### config.mk
export PLATFORM = sky130hd
export DESIGN_NAME = spdif_encoder
export DESIGN_NICKNAME = d
export VERILOG_FILES = /design/src/rtl/spdif_encoder_pkg.sv /design/src/rtl/spdif_bmc_line.sv /design/src/rtl/spdif_encoder.sv
export SDC_FILE = /design/constraint.sdc
export NUM_CORES = 1
export LEC_CHECK = 0
export ABC_AREA = 1
export BUFFER_PORTS_ARGS = -buffer_cell sky130_fd_sc_hd__buf_2
export CAP_MARGIN = 10
export CORE_MARGIN = 2
export CORE_UTILIZATION = 57
export DETAILED_ROUTE_END_ITERATION = 7
export PLACE_DENSITY = 0.8
export SETUP_SLACK_MARGIN = 0.5
export SLEW_MARGIN = 20
export SYNTH_ARGS = -nofsm -noshare
export SYNTH_HDL_FRONTEND = slang
export SYNTH_SLANG_ARGS = --single-unit
### constraint.sdc
create_clock -name clk_in -period 2.5 [get_ports clk_in]
set_input_delay 0.375 -clock clk_in [delete_from_list [all_inputs] [get_ports clk_in]]
set_output_delay 0.375 -clock clk_in [all_outputs]
set_load 0.01 [all_outputs]
### src/rtl/spdif_encoder_pkg.sv
// rtl/spdif_encoder_pkg.sv - shared constants, state type and preamble selection for the S/PDIF transmitter
package spdif_encoder_pkg;

  // Preamble UI patterns for a preceding line level of 0, first UI in the MSB
  localparam logic [7:0] PRE_B = 8'b1110_1000;
  localparam logic [7:0] PRE_M = 8'b1110_0010;
  localparam logic [7:0] PRE_W = 8'b1110_0100;

  localparam int SPDIF_SLOTS  = 32;
  localparam int CS_BLOCK_LEN = 192;
  localparam int PREAMBLE_UI  = 8;
  localparam int AUDIO_SLOTS  = 24;

  typedef enum logic [1:0] {
    IDLE,
    PREAMBLE,
    DATA
  } spdif_tx_state_t;

  // B opens a channel-status block, M opens every other left subframe, W is right
  function automatic logic [7:0] select_preamble(input logic right, input logic block_first);
    if (right) begin
      return PRE_W;
    end else if (block_first) begin
      return PRE_B;
    end else begin
      return PRE_M;
    end
  endfunction

endpackage

### src/rtl/spdif_bmc_line.sv
// rtl/spdif_bmc_line.sv - biphase-mark line coder owning the line level and tx output
module spdif_bmc_line (
  input  logic clk_i,
  input  logic rst_ni,
  input  logic clr_i,
  input  logic ui_tick_i,
  input  logic is_preamble_i,
  input  logic pre_bit_i,
  input  logic data_bit_i,
  input  logic ui_phase_i,
  output logic tx_o
);

  logic level_q;
  logic tx_q;

  // Preambles are XORed onto the frozen level; data slots toggle at cell start and mid-cell for a 1
  always_ff @(posedge clk_i or negedge rst_ni) begin
    if (!rst_ni) begin
      level_q <= 1'b0;
      tx_q    <= 1'b0;
    end else if (clr_i) begin
      level_q <= 1'b0;
      tx_q    <= 1'b0;
    end else if (ui_tick_i) begin
      if (is_preamble_i) begin
        tx_q <= pre_bit_i ^ level_q;
      end else if (!ui_phase_i || data_bit_i) begin
        tx_q    <= ~level_q;
        level_q <= ~level_q;
      end
    end
  end

  assign tx_o = tx_q;

endmodule

### src/rtl/spdif_encoder.sv
// rtl/spdif_encoder.sv - S/PDIF transmitter: framing FSM, counters, parity and sample holding register
module spdif_encoder
  import spdif_encoder_pkg::*;
#(
  parameter int UI_DIV   = 4,
  parameter int SAMPLE_W = 24
) (
  input  logic                clk_in,
  input  logic                resetb,
  input  logic                ena,
  input  logic [SAMPLE_W-1:0] sample_left,
  input  logic [SAMPLE_W-1:0] sample_right,
  input  logic                sample_valid,
  output logic                sample_ready,
  input  logic [31:0]         cs_bits,
  output logic                tx_out,
  output logic                block_start,
  output logic                underrun
);

  localparam int         DIV_W      = $clog2(UI_DIV);
  localparam int         PAD        = AUDIO_SLOTS - SAMPLE_W;
  localparam logic [5:0] LAST_UI    = 6'(2 * SPDIF_SLOTS - 1);
  localparam logic [5:0] LAST_PRE   = 6'(PREAMBLE_UI - 1);
  localparam logic [7:0] LAST_FRAME = 8'(CS_BLOCK_LEN - 1);

  spdif_tx_state_t state_q, state_d;
  logic [DIV_W-1:0] div_q;
  logic [5:0]       ui_q;
  logic             right_q;
  logic [7:0]       frame_q;
  logic [23:0]      hold_l_q, hold_r_q, aud_l_q, aud_r_q;
  logic             full_q, v_q, par_q, block_q, underrun_q;

  logic        ui_tick, emit, is_pre, frame_start, accept, data_bit, pre_bit;
  logic [4:0]  slot;
  logic [23:0] cur_aud;
  logic [7:0]  pattern;

  assign ui_tick     = ena && (div_q == DIV_W'(UI_DIV - 1));
  assign emit        = ui_tick && (state_q != IDLE);
  assign is_pre      = (state_q == PREAMBLE);
  assign frame_start = emit && is_pre && (ui_q == 6'd0) && !right_q;
  assign accept      = sample_valid && !full_q;
  assign slot        = ui_q[5:1];
  assign cur_aud     = right_q ? aud_r_q : aud_l_q;
  assign pattern     = select_preamble(right_q, frame_q == 8'd0);
  assign pre_bit     = pattern[3'd7 - ui_q[2:0]];

  // Bit carried by the current data slot: audio LSB first, then V, U, C, P
  always_comb begin
    data_bit = 1'b0;
    case (slot)
      5'd28:   data_bit = v_q;
      5'd29:   data_bit = 1'b0;
      5'd30:   data_bit = (frame_q < 8'd32) ? cs_bits[frame_q[4:0]] : 1'b0;
      5'd31:   data_bit = par_q;
      default: if (slot >= 5'd4) data_bit = cur_aud[slot - 5'd4];
    endcase
  end

  // Framing next state; dropping ena always returns to IDLE
  always_comb begin
    state_d = state_q;
    case (state_q)
      IDLE:     if (ui_tick) state_d = PREAMBLE;
      PREAMBLE: if (emit && ui_q == LAST_PRE) state_d = DATA;
      DATA:     if (emit && ui_q == LAST_UI) state_d = PREAMBLE;
      default:  state_d = IDLE;
    endcase
    if (!ena) state_d = IDLE;
  end

  // Framing state register
  always_ff @(posedge clk_in or negedge resetb) begin
    if (!resetb) state_q <= IDLE;
    else         state_q <= state_d;
  end

  // UI divider, subframe/frame position and running parity, cleared while disabled
  always_ff @(posedge clk_in or negedge resetb) begin
    if (!resetb) begin
      div_q   <= '0;
      ui_q    <= 6'd0;
      right_q <= 1'b0;
      frame_q <= 8'd0;
      par_q   <= 1'b0;
    end else if (!ena) begin
      div_q   <= '0;
      ui_q    <= 6'd0;
      right_q <= 1'b0;
      frame_q <= 8'd0;
      par_q   <= 1'b0;
    end else begin
      div_q <= ui_tick ? '0 : div_q + 1'b1;
      if (emit) begin
        ui_q <= ui_q + 6'd1;
        if (ui_q == LAST_UI) begin
          right_q <= !right_q;
          if (right_q) frame_q <= (frame_q == LAST_FRAME) ? 8'd0 : frame_q + 8'd1;
        end
        if (is_pre) begin
          par_q <= 1'b0;
        end else if (!ui_q[0] && slot != 5'd31) begin
          par_q <= par_q ^ data_bit;
        end
      end
    end
  end

  // One-deep holding register; a load in the accept cycle still sees it empty
  always_ff @(posedge clk_in or negedge resetb) begin
    if (!resetb) begin
      hold_l_q <= 24'd0;
      hold_r_q <= 24'd0;
      full_q   <= 1'b0;
    end else if (accept) begin
      hold_l_q <= 24'(sample_left) << PAD;
      hold_r_q <= 24'(sample_right) << PAD;
      full_q   <= 1'b1;
    end else if (frame_start && full_q) begin
      full_q <= 1'b0;
    end
  end

  // Frame loader at the first UI of each left preamble, plus block/underrun pulses
  always_ff @(posedge clk_in or negedge resetb) begin
    if (!resetb) begin
      aud_l_q    <= 24'd0;
      aud_r_q    <= 24'd0;
      v_q        <= 1'b0;
      block_q    <= 1'b0;
      underrun_q <= 1'b0;
    end else begin
      block_q    <= frame_start && (frame_q == 8'd0);
      underrun_q <= frame_start && !full_q;
      if (frame_start) begin
        aud_l_q <= full_q ? hold_l_q : 24'd0;
        aud_r_q <= full_q ? hold_r_q : 24'd0;
        v_q     <= !full_q;
      end
    end
  end

  spdif_bmc_line u_line (
    .clk_i        (clk_in),
    .rst_ni       (resetb),
    .clr_i        (!ena),
    .ui_tick_i    (emit),
    .is_preamble_i(is_pre),
    .pre_bit_i    (pre_bit),
    .data_bit_i   (data_bit),
    .ui_phase_i   (ui_q[0]),
    .tx_o         (tx_out)
  );

  assign sample_ready = !full_q;
  assign block_start  = block_q;
  assign underrun     = underrun_q;

endmodule

==> impl_results.rst <==
.. list-table::
   :header-rows: 1

   * - Metric
     - Value
   * - Kind of start point of the critical path
     - flop
   * - Final cell area excluding filler cells
     - about 7300 µm²
   * - Number of non-filler instances in the completed layout
     - 1006
   * - Yosys synthesis warning count
     - 0
   * - Hold violation count in the final report
     - 0
   * - Min-delay worst type
     - in -> reg
   * - Highest achievable clock rate
     - 0.525 GHz
   * - # setup viols final
     - 0
   * - Clock power share
     - 0.375
   * - # rows
     - 37
   * - Cell Count Post-Placement
     - just under 1000
   * - Sequential group share of total power
     - 0.427
   * - HPWL Detailed
     - around 10 mm
   * - Post-synthesis sequential area ratio
     - 0.509
   * - CTS tree
     - yes
   * - Complex-gate fraction of the synthesized area
     - 0.141
   * - Design internal power
     - approximately 4.7 mW
   * - Number of detailed-routing iterations run before antenna repair
     - 5
   * - CP required
     - just under 3000 ps
   * - Number of buffers added by the clock tree synthesis step
     - 17
   * - Vias
     - ~5400
   * - PD cells
     - ~900 nW/µm²
   * - Count of max-cap constraint violations
     - 0
   * - GPL Wtd Cong
     - between 0.9 and 1
   * - Synthesized instance count
     - around 760
   * - Floorplan Core Area
     - roughly 10000 µm²
   * - Clock transition at the register clock pins on the worst setup and hold paths after CTS
     - roughly 60 ps
   * - XOR/XNOR Fraction of Synth Area
     - 0.00292
   * - Filler cells
     - slightly above 800
   * - Die Span Y
     - approximately 110 µm
   * - Layout overhead on the synthesized area
     - 21.6%
   * - Final sum of negative setup slack
     - 0 ps
   * - Largest fanout on the critical path
     - 46
   * - Outcome
     - finished, final reports clean
   * - Fraction of synthesized cell area taken by the top area cell type
     - 0.509
   * - Max-slew violation count
     - 0
   * - Die outline width
     - around 110 µm
   * - Final layout net count
     - approximately 950
   * - Number of antenna violations at the first check in global routing
     - 0
   * - Share of total power in combinational logic
     - 0.197
   * - Area share of fa/ha/maj cells after synthesis
     - 0.0167
   * - Leading area contributor after synthesis
     - sky130_fd_sc_hd__dfrtp_1
   * - Worst-case clock buffer depth
     - 2
   * - Cell with the largest stage delay on the worst path
     - sky130_fd_sc_hd__dfrtp_2
   * - Number of unique standard cell types used by synthesis
     - 34
   * - Effective utilization at floorplan
     - 0.584
   * - Share of post-route cells with drive strength above 1
     - 0.199
   * - Net switching power
     - roughly 1.9 mW
   * - Data arrival time of the critical path
     - 2300 ps
   * - Headroom to the max-slew limit
     - 0.572
   * - Post-DRT Antenna Nets
     - 0
   * - Vias in the first global route
     - 5271
   * - Period Utilization, post-route
     - 0.762
   * - Count of inserted antenna diode cells
     - 0
   * - Area of the die
     - ~11000 µm²
   * - Simple-gate area share of the yosys netlist
     - 0.216
   * - Worst vdd rail ir drop
     - 0.678 mV
   * - Worst Skew
     - 8.40 ps
   * - Mux share of post-synthesis cell area
     - 0
   * - Fin crit period
     - 1910 ps
   * - Nets in the synthesized netlist
     - ~850
   * - Flip-flop and latch count after synthesis
     - around 120
   * - Via density per instance
     - around 5.4
   * - Number of buffers added on ports
     - 87
   * - CP Buf/Inv Count
     - 3
   * - Top cells by area in the synthesized netlist
     - sky130_fd_sc_hd__dfrtp_1 51%, sky130_fd_sc_hd__nand2_1 12%, sky130_fd_sc_hd__inv_1 8.2%
   * - Total cell area at the placement stage
     - around 6600 µm²
   * - Skew-Pair Late Insertion Delay
     - ~530 ps
   * - Worst path top cell family by delay
     - buffers and inverters
   * - Detail-routed net length per standard cell
     - around 14 µm
   * - Longest individual stage delay on the worst path
     - about 470 ps
   * - Critical path class
     - reg -> reg
   * - Leakage power figure
     - roughly 3.8 nW
   * - Cell area after synthesis
     - 6000 µm²
   * - Final wirelength
     - ~14 mm
   * - Setup repair after global routing missed its margin
     - yes
   * - Combined global-route utilization of all metal layers
     - 0.269
   * - Post-route total power
     - roughly 6.6 mW
   * - Category of the worst setup path capture point
     - flop
   * - Sw Share
     - 0.294
   * - Final global-route overflow total
     - 0
   * - Utilization after layout
     - 0.710
   * - Cells along the critical path
     - clkinvlp_4 > buf_4 > ha_1 > nand3_1 > nor3_4 > nand2_2 > buf_8 > o22ai_1
   * - Maximum number of pins on one net before global-route repair
     - 47
   * - Wire length of the first global-routing pass
     - 24.0 mm
   * - Main combinational cell family by area after synthesis
     - simple AND/OR/NAND/NOR gates
   * - Syn_area_per_cell
     - 7.88 µm²
   * - Top Ports
     - 88
   * - # H-tree levels
     - 4
   * - Number of design rule violations left after detail routing
     - 0
   * - Measured slew at the worst slew-check pin
     - 643 ps
   * - Clock sink count
     - about 120
   * - Starting DRC count in detailed routing
     - approximately 480
   * - Cell at the root of the clock tree
     - sky130_fd_sc_hd__clkbuf_8
synth_stat cells, drive strengths merged:
library cell	instances
a21oi	24
a22o	2
buf	22
clkbuf	12
clkinv	1
dfrtp	122
ha	8
inv	135
nand2	194
nand3	49
nand4	6
nor2	43
nor3	11
nor4	1
o211ai	7
o21a	1
o21ai	83
o22ai	32
o31ai	2
o32ai	1
or2	3
xor2	2
worst paths after layout:
kind | startpoint | end | slack, ps | cells after the start
setup / recovery | ui_q[1] | aud_l_q[2] | 590 | 8
hold / removal | sample_left[21] | hold_l_q[21] | 40 | 3
setup reg to reg | ui_q[1] | aud_l_q[2] | 590 | 8
hold reg to reg | div_q[0] | div_q[0] | 430 | 1
max in group asynchronous | resetb | hold_l_q[11] | 1380 | 3
min in group asynchronous | resetb | frame_q[3] | 390 | 2
routing by layer:
metal | routed length, µm | GRT usage
met3 | 776 | 0.0626
met1 | 5830 | 0.336
met4 | 490 | 0.136
met5 | 0 | 0
met2 | 7280 | 0.440
final cells by class:
class | count | area [µm²] | share of cell area
inverters | 136 | 520 | 0.0713
well taps | 136 | 170 | 0.0233
flip-flops and latches | 122 | 3060 | 0.419
clock inverters | 13 | 165 | 0.0226
repair buffers | 111 | 657 | 0.0900
clock buffers | 19 | 442 | 0.0605
multi-input cells | 469 | 2280 | 0.313
per-stage QoR:
| step | hold WS, ps | worst slack [ps] |
|---|---|---|
| 2_1_floorplan | 79.4 | 727 |
| 3_3_place_gp | 401 | 297 |
| 3_5_place_dp | 407 | 266 |
| 4_1_cts | 28.0 | 501 |
| 5_1_grt | 42.7 | 464 |
| 6_report | 43.2 | 595 |
cells by family (layout without fill, tap and decap cells):
| logic type | Yosys count | in the layout |
|---|---|---|
| compound gates | 152 | 152 |
| xor+xnor | 2 | 2 |
| fa+ha+maj | 8 | 8 |
| buf+inv | 170 | 279 |
| flops | 122 | 122 |
| simple gates | 307 | 307 |
flip-flops by register name, indices dropped and copies added, names as in the netlist, 2 cells and up:
signal	count
aud_l_q	24
aud_r_q	24
div_q	2
frame_q	8
hold_l_q	24
hold_r_q	24
state_q	2
ui_q	6
cell usage in the layout, fill, tap and decap left out, types with 3 or more instances in the layout:
master	Yosys	routed
sky130_fd_sc_hd__nand2_1	192	192
sky130_fd_sc_hd__inv_1	131	128
sky130_fd_sc_hd__dfrtp_1	122	116
sky130_fd_sc_hd__buf_2	14	86
sky130_fd_sc_hd__o21ai_0	73	70
sky130_fd_sc_hd__nand3_1	47	46
sky130_fd_sc_hd__nor2_1	40	38
sky130_fd_sc_hd__o22ai_1	32	32
sky130_fd_sc_hd__a21oi_1	24	23
sky130_fd_sc_hd__buf_4	6	20
sky130_fd_sc_hd__clkbuf_16	0	16
sky130_fd_sc_hd__o21ai_1	10	13
sky130_fd_sc_hd__nor3_1	8	8
sky130_fd_sc_hd__ha_1	8	8
sky130_fd_sc_hd__o211ai_1	7	7
sky130_fd_sc_hd__nand4_1	6	6
sky130_fd_sc_hd__dfrtp_2	0	6
sky130_fd_sc_hd__clkinvlp_4	0	5
sky130_fd_sc_hd__nor2_2	3	4
sky130_fd_sc_hd__inv_2	3	4
sky130_fd_sc_hd__clkinv_2	0	3
sky130_fd_sc_hd__nand3_2	2	3
sky130_fd_sc_hd__clkbuf_8	0	3
sky130_fd_sc_hd__inv_6	0	3
sky130_fd_sc_hd__bufinv_16	0	3
worst register-to-register path, cell delays in order (launching register included):
cell                         delay [ps]
sky130_fd_sc_hd__dfrtp_2            470
sky130_fd_sc_hd__clkinvlp_4         230
sky130_fd_sc_hd__buf_4              190
sky130_fd_sc_hd__ha_1               210
sky130_fd_sc_hd__nand3_1            130
sky130_fd_sc_hd__nor3_4              60
sky130_fd_sc_hd__nand2_2             70
sky130_fd_sc_hd__buf_8              250
sky130_fd_sc_hd__o22ai_1            150
power by group through the flow:
stage,Clock [mW],Combinational [mW],Sequential [mW]
after global placement,0,1.22,2.82
after detailed placement,0,1.27,2.85
after floorplan,0,0.885,2.78
final,2.48,1.30,2.82
after CTS,2.51,1.31,2.82
after global routing,2.61,1.50,2.88
timing repair:
action / CTS / global route
setup buffers: 0 / 9
hold buffers: 1 / 0
hold endpoints to repair: 41 / 0
endpoints found under the setup margin: 4 / 57
gates resized for setup: 4 / 19
Note: power is estimated with default switching activity, not from simulation.
